[src/rtl/clkdiv_pkg.sv]
// Shared types and helpers for the clock-divider configuration stage.
package clkdiv_pkg;

    typedef enum logic [1:0] {
        StIdle,
        StWaitSafe,
        StHold
    } state_e;

    // Phase at which both divider counters sit at or below half, so clkout is low.
    localparam int unsigned SAFE_PHASE = 1;

    function automatic logic is_legal_div(input logic [31:0] value);
        return value[0] && (value >= 32'd3);
    endfunction

endpackage

[src/rtl/clkdiv_cfg_ctrl.sv]
// Accepts divide values over valid/ready and applies legal ones to the odd divider
// by holding it in reset while its output is low.
module clkdiv_cfg_ctrl
    import clkdiv_pkg::*;
#(
    parameter int unsigned DIV_W       = 4,
    parameter int unsigned DEFAULT_DIV = 3,
    parameter int unsigned HOLD_CYCLES = 2
) (
    input  logic             clkin,
    input  logic             rstn,
    input  logic             cfg_valid,
    input  logic [DIV_W-1:0] cfg_div,
    output logic             cfg_ready,
    output logic             cfg_err,
    output logic             cfg_done,
    output logic             busy,
    output logic [DIV_W-1:0] divbyvalue,
    output logic             div_rstn
);

    localparam logic [DIV_W-1:0] DefaultDiv = DIV_W'(DEFAULT_DIV);
    localparam logic [DIV_W-1:0] SafePhase  = DIV_W'(SAFE_PHASE);
    localparam logic [DIV_W-1:0] One        = DIV_W'(1);
    localparam logic [3:0]       HoldLoad   = 4'(HOLD_CYCLES - 1);

    state_e           state_q, state_d;
    logic [DIV_W-1:0] phase_q, phase_d;
    logic [DIV_W-1:0] div_q, div_d;
    logic [DIV_W-1:0] pend_q, pend_d;
    logic [3:0]       hold_q, hold_d;
    logic             div_rstn_q, div_rstn_d;
    logic             err_q, err_d;
    logic             done_q, done_d;

    // div_rstn_q gates ready so nothing is accepted until the divider has left reset.
    assign cfg_ready  = (state_q == StIdle) && div_rstn_q;
    assign busy       = (state_q != StIdle);
    assign cfg_err    = err_q;
    assign cfg_done   = done_q;
    assign divbyvalue = div_q;
    assign div_rstn   = div_rstn_q;

    // Shadow of the divider's posedge counter.
    always_comb begin
        phase_d = '0;
        if (div_rstn_q) begin
            phase_d = (phase_q == div_q - One) ? '0 : phase_q + One;
        end
    end

    always_comb begin
        state_d    = state_q;
        pend_d     = pend_q;
        hold_d     = hold_q;
        div_d      = div_q;
        div_rstn_d = div_rstn_q;
        err_d      = 1'b0;
        done_d     = 1'b0;
        unique case (state_q)
            StIdle: begin
                div_rstn_d = 1'b1;
                if (cfg_valid && cfg_ready) begin
                    if (!is_legal_div(32'(cfg_div))) begin
                        err_d = 1'b1;
                    end else if (cfg_div == div_q) begin
                        done_d = 1'b1;
                    end else begin
                        pend_d  = cfg_div;
                        state_d = StWaitSafe;
                    end
                end
            end
            StWaitSafe: begin
                if (phase_q == SafePhase) begin
                    div_rstn_d = 1'b0;
                    div_d      = pend_q;
                    hold_d     = HoldLoad;
                    state_d    = StHold;
                end
            end
            StHold: begin
                if (hold_q == 4'd0) begin
                    div_rstn_d = 1'b1;
                    done_d     = 1'b1;
                    state_d    = StIdle;
                end else begin
                    hold_d = hold_q - 4'd1;
                end
            end
            default: state_d = StIdle;
        endcase
    end

    always_ff @(posedge clkin or negedge rstn) begin
        if (!rstn) begin
            state_q    <= StIdle;
            phase_q    <= '0;
            div_q      <= DefaultDiv;
            pend_q     <= DefaultDiv;
            hold_q     <= 4'd0;
            div_rstn_q <= 1'b0;
            err_q      <= 1'b0;
            done_q     <= 1'b0;
        end else begin
            state_q    <= state_d;
            phase_q    <= phase_d;
            div_q      <= div_d;
            pend_q     <= pend_d;
            hold_q     <= hold_d;
            div_rstn_q <= div_rstn_d;
            err_q      <= err_d;
            done_q     <= done_d;
        end
    end

endmodule

[config.mk]
export PLATFORM = sky130hd
export DESIGN_NAME = clkdiv_cfg_ctrl
export DESIGN_NICKNAME = d
export VERILOG_FILES = /design/src/rtl/clkdiv_pkg.sv /design/src/rtl/clkdiv_cfg_ctrl.sv
export SDC_FILE = /design/constraint.sdc
export NUM_CORES = 1
export LEC_CHECK = 0
export CORE_MARGIN = 5
export CORE_UTILIZATION = 54
export DETAILED_ROUTE_END_ITERATION = 16
export DONT_BUFFER_PORTS = 1
export PLACE_DENSITY = 0.72
export REMOVE_ABC_BUFFERS = 1
export SYNTH_ARGS = -nofsm -noshare
export SYNTH_HDL_FRONTEND = slang
export SYNTH_SLANG_ARGS = --single-unit
export TNS_END_PERCENT = 30
[constraint.sdc]
create_clock -name clkin -period 1.5 [get_ports clkin]
set_input_delay 0.225 -clock clkin [delete_from_list [all_inputs] [get_ports clkin]]
set_output_delay 0.225 -clock clkin [all_outputs]
set_load 0.02 [all_outputs]
=== Word level (Yosys, flattened, before mapping) ===
Index checks and enable logic that the tools add are counted.

* Logic and storage cells: 59
* Register bits after elaboration: 21
* Output and inout bits: 9
* Input bits: 7

* Equality and inequality tests: 11
* Muxes and demuxes: 22
* Magnitude comparators: 1
* Reductions and logical operators: 13
* Add/subtract/negate cells: 3
* Bitwise operators: 1

{| class="wikitable"
|+ Operator list
! cell !! number
|-
| $mux 4 || 4
|-
| $mux 2 || 5
|-
| $mux 1 || 9
|-
| $eq 4x4->1 || 2
|-
| $ne 2x2->1 const B || 4
|-
| $pmux 4 s2 || 1
|-
| $sub 4x1->4 const B || 2
|-
| $pmux 2 s3 || 1
|-
| $reduce_and 3->1 || 2
|-
| $reduce_and 5->1 || 1
|-
| $add 4x1->4 const B || 1
|-
| $eq 4x1->1 const B || 1
|-
| $ge 4x2->1 const B || 1
|-
| $logic_not 4->1 || 1
|-
| $ne 2x1->1 const B || 2
|-
| $reduce_and 4->1 || 1
|-
| $reduce_bool 2->1 || 2
|-
| $logic_and 1x1->1 || 3
|-
| $pmux 1 s3 || 1
|-
| $reduce_bool 3->1 || 1
|-
| $eq 2x1->1 const B || 1
|-
| $eq 2x2->1 const B || 1
|-
| $logic_not 2->1 || 1
|-
| $pmux 1 s2 || 1
|-
| 2 further kinds || 2
|}

=== Logic depth before layout (Yosys ltp) ===
* Depth in word-level cells: 5
* Depth in mapped cells: 6
* Depth with buffers taken out: 6

=== Worst setup path after synthesis ===
Ideal clock, no wire load.

* Path kind: register to register
* Start: register div_q[0], in the netlist divbyvalue[0]
* End: register phase_q[3]
* Required time: 1.371 ns
* Stages on the path, launching flop included: 7
* Path slack: -0.180 ns
* Library setup time: 0.129 ns
* Buffers on the path: 0
* Arrival time: 1.551 ns
* Period minus slack after synthesis: 1.680 ns
* Cells stage by stage: dfstp_2 > inv_1 > ha_1 > xor2_1 > nand2_1 > o31ai_2 > nor2_1

* Cells in the longest elaborated chain, start to end: 4

{| class="wikitable"
|+ Ends and longest elaborated chain
! what !! line !! text
|-
| from (decl) || clkdiv_cfg_ctrl.sv:29 || <nowiki>logic [DIV_W-1:0] div_q, div_d;</nowiki>
|-
| from (signal assigned) || clkdiv_cfg_ctrl.sv:99 || <nowiki>div_q <= DefaultDiv;</nowiki>
|-
| from (signal assigned) || clkdiv_cfg_ctrl.sv:108 || <nowiki>div_q <= div_d;</nowiki>
|-
| $sub 4x1->4 || clkdiv_cfg_ctrl.sv:48 || <nowiki>phase_d = (phase_q == div_q - One) ? '0 : phase_q + One;</nowiki>
|-
| $eq 4x4->1 || clkdiv_cfg_ctrl.sv:48 ||
|-
| $mux 4 || clkdiv_cfg_ctrl.sv:48 ||
|-
| $mux 4 || clkdiv_cfg_ctrl.sv:47 || <nowiki>if (div_rstn_q) begin</nowiki>
|-
| via phase_d[3] || clkdiv_cfg_ctrl.sv:28 || <nowiki>logic [DIV_W-1:0] phase_q, phase_d;</nowiki>
|-
| to (signal assigned) || clkdiv_cfg_ctrl.sv:107 || <nowiki>phase_q <= phase_d;</nowiki>
|-
| to (decl) || clkdiv_cfg_ctrl.sv:28 ||
|}

The timed path passes the listed nets, and every way through them passes these cells.
A chain may end at the register's enable or synchronous reset.

=== Worst setup path after layout ===
* Start: register div_q[1], in the netlist divbyvalue[1]
* End: register pend_q[3]

* Cells in the longest elaborated chain, start to end: 3

{| class="wikitable"
|+ Ends and longest elaborated chain
! what !! line !! text
|-
| $eq 4x4->1 || clkdiv_cfg_ctrl.sv:66 || <nowiki>end else if (cfg_div == div_q) begin</nowiki>
|-
| $not 1->1 (no line) || -- ||
|-
| $reduce_and 4->1 (no line) || -- ||
|-
| to (signal assigned) || clkdiv_cfg_ctrl.sv:100 || <nowiki>pend_q <= DefaultDiv;</nowiki>
|-
| to (signal assigned) || clkdiv_cfg_ctrl.sv:109 || <nowiki>pend_q <= pend_d;</nowiki>
|-
| to (decl) || clkdiv_cfg_ctrl.sv:30 || <nowiki>logic [DIV_W-1:0] pend_q, pend_d;</nowiki>
|}

Every way passes these cells.

==> reports/qor.csv <==
stage;metric;value;unit
finish;most frequent cells in the layout;17 x dfrtp_1, 17 x buf_4, 8 x xor2_1, 8 x nand2_1, 7 x nor2_1;
sta;final worst slack;-113;ps
sta;Final Max Slew Viols;0;
synthesis;post-synthesis compound-gate area fraction;0.0602;
sta;Worst slew margin;0.351;
finish;share of cells above drive strength 1;0.408;
global_route;initial antenna violation count;0;
placement;Final Wtd Congestion;0.715;
power;total power;0.000873;W
sta;Final Setup Violations;8;
clocking;Sinks on Clock Net;21;
power;PD cells;629;nW/um^2
synthesis;Yosys top cell area share;0.386;
sta;clk_skew;7.11;ps
worst_setup_path;startpoint types;register;
drt;final wirelength;2320;um
sta;crit path time final;1610;ps
run;maxcap violations;0;
sta;fin crit share;1.08;
sta;Fmax;0.620;GHz
sta;RSZ-0062 raised after global routing;yes;
clocking;worst skew pair latency;320;ps
sta;Final Hold Fails;0;
synthesis;Post-synth EDFFs;0;
worst_setup_path;internal reg-to-reg setup slack;-110;ps
clocking;H-tree Lvls;1;
drt;drt first pass iters;4;
global_route;GR Overflow Total;0;
synthesis;register area share after synthesis;0.482;
worst_setup_path;R2R Path End;pend_q[3]$_DFFE_PN0P_;
floorplanning;die width;55.2;um
sta;setup_tns;-405;ps
power;Worst VDD drop;487;uV
synthesis;cell area after synthesis;1100;um^2
global_route;first-pass GRT wire length;3830;um
finish;final design utilization;0.707;
worst_setup_path;critical path class;reg -> reg;
synthesis;synth unique cells;31;
hold_path;worst hold path depth;1;
floorplanning;Vert. Die Dim;55.2;um
power;LEAKAGE;0.651;nW
drt;DRC Markers;0;
global_route;Overall Global Routing Usage;0.183;
floorplanning;Initial Utilization;0.561;
finish;ant diodes;0;
synthesis;Post-Synth XOR/XNOR Area;0.111;
synthesis;multiplexer area fraction after synthesis;0.0409;
hold_path;worst min path class;in -> reg;
synthesis;largest family of logic cells by synthesized area;simple AND/OR/NAND/NOR gates;
floorplanning;num rows;16;
synthesis;Synth area leaders;dfrtp_1 39%, dfstp_2 9.5%, xor2_1 7.2%;
hold_path;hold path start;cfg_div[1];
synthesis;post-synthesis cell count;103;
drt;antenna-violating nets left;0;
hold_path;Hold Path Sink;pend_q[1]$_DFFE_PN1P_;
finish;layout net count;137;
drt;total number of vias;819;
worst_setup_path;Worst Path Required;1710;ps
floorplanning;num ports;16;
synthesis;Synth Warn #;0;
run_status;outcome;complete, but fails checks;
synthesis;Synth Area in Simple Gates;0.236;
worst_setup_path;crit path DAT;1820;ps
global_route;largest net degree at the start of global routing;22;
floorplanning;core area;1960;um^2
drt;vias per cell;5.39;
worst_setup_path;r2r worst-path depth;4;
synthesis;Synth Area in Adders;0.0455;
floorplanning;die area;3040;um^2
drt;drt first-iter violations;12;
drt;Routed WL per cell;15.3;um
synthesis;#FFs+latches synth;21;
finish;Area Overhead vs Synth;26.0;%
synthesis;Async SR Flop Fraction;1.00;
placement;dpl hpwl;1630;um
synthesis;Post-Syn Area per Cell;10.7;um^2
sta;pin slew with the least headroom to its limit;970;ps
clocking;CTS clk-pin slew, worst paths;120;ps
worst_setup_path;CP max FO;4;
synthesis;post-synth top area cell;dfrtp_1;
clocking;root buffer cell;clkbuf_4;
clocking;CTS buffer count;3;
synthesis;ys flop type;dfrtp_1;
placement;port buffer count;0;
run_status;failing checks;setup timing;
clocking;TritonCTS clock tree;done;
worst_setup_path;worst r2r src;divbyvalue[1]$_DFFE_PN1P_;
worst_setup_path;crit path capture type;register;
global_route;vias in the first global route;846;
clocking;Longest Clk Path Bufs;2;
-- cell families after synthesis --
family,Yosys count
AO/OA/AOI/OAI,10
XOR/XNOR,14
adder cells (fa/ha/maj),4
buffers and inverters,7
flip-flops,21
multiplexers,3
AND/OR/NAND/NOR,44
-- final cells by class --
class	instances	area, um^2
fill	161	574
clock buffer	4	26.3
tap	27	33.8
sequential	21	531
multi-input combinational	75	633
timing repair buffer	18	138
inverter	7	26.3
-- cells in the mapped netlist (2+ instances only) --
library cell / n
nand3b_1: 2
inv_1: 7
nand2b_1: 3
nand2_1: 11
xor2_1: 9
nand3_1: 3
a21oi_1: 2
o22ai_1: 3
dfstp_2: 4
nor2_1: 7
nor2b_1: 2
nor3_1: 4
mux2_4: 3
nor3b_1: 2
o21ai_0: 2
ha_1: 4
xnor2_1: 5
dfrtp_1: 17
-- sequential cells by signal (all words and copies together), names as in the netlist --
| name | flops |
|---|---|
| cfg_done | 1 |
| pend_q | 4 |
| state_q | 2 |
| cfg_err | 1 |
| divbyvalue | 4 |
| phase_q | 4 |
| hold_q | 4 |
| div_rstn | 1 |
-- metal layers --
metal  vias up  GRT usage  part of all wire
met5         -          0                 0
met4         0      0.117             0.032
met3         7     0.0429             0.064
met2        24      0.289              0.47
met1       395      0.223              0.44
li1        393          -                 -
-- power by group --
group,internal (W),switching (W)
Sequential,0.000567,0
Combinational,0.00000721,0.0000156
Clock,0.000104,0.000179
Total,0.000678,0.000195
-- how the worst max path moves through the flow --
stage / cells past startpoint / end / from
after global routing: 4 / pend_q[2]$_DFFE_PN0P_ / divbyvalue[1]$_DFFE_PN1P_
after global placement: 6 / phase_q[3]$_DFF_PN0_ / divbyvalue[1]$_DFFE_PN1P_
after CTS: 4 / pend_q[3]$_DFFE_PN0P_ / divbyvalue[1]$_DFFE_PN1P_
after detailed placement: 6 / phase_q[3]$_DFF_PN0_ / divbyvalue[1]$_DFFE_PN1P_
after floorplan: 6 / phase_q[3]$_DFF_PN0_ / divbyvalue[0]$_DFFE_PN1P_
final: 4 / pend_q[3]$_DFFE_PN0P_ / divbyvalue[1]$_DFFE_PN1P_
-- critical path, cell delays in order (launching register included) --
cell      delay, ps
dfstp_2         580
xor2_1           90
nor4_2          300
nand2b_4        230
mux2_4          300
-- per-stage QoR --
step                      std cells  setup slack [ps]  area [um^2]  hold WS, ps
after global placement          145             -90.1         1250        -70.0
after detailed placement        145              -162         1250        -69.8
after CTS                       151             -78.1         1360         37.8
final                           152              -113         1390         44.0
after global routing            152              -131         1390         34.6
after floorplan                 103              -180         1100        -70.6
-- timing repair --
action	in CTS	in global routing
cloned	0	0
resized for setup	14	4
endpoints found under the hold margin	21	0
endpoints found under the setup margin	15	18
setup buffers	1	1
pin swaps	9	4
hold buffers	1	0
No activity file was read; power rests on OpenSTA's default activity.
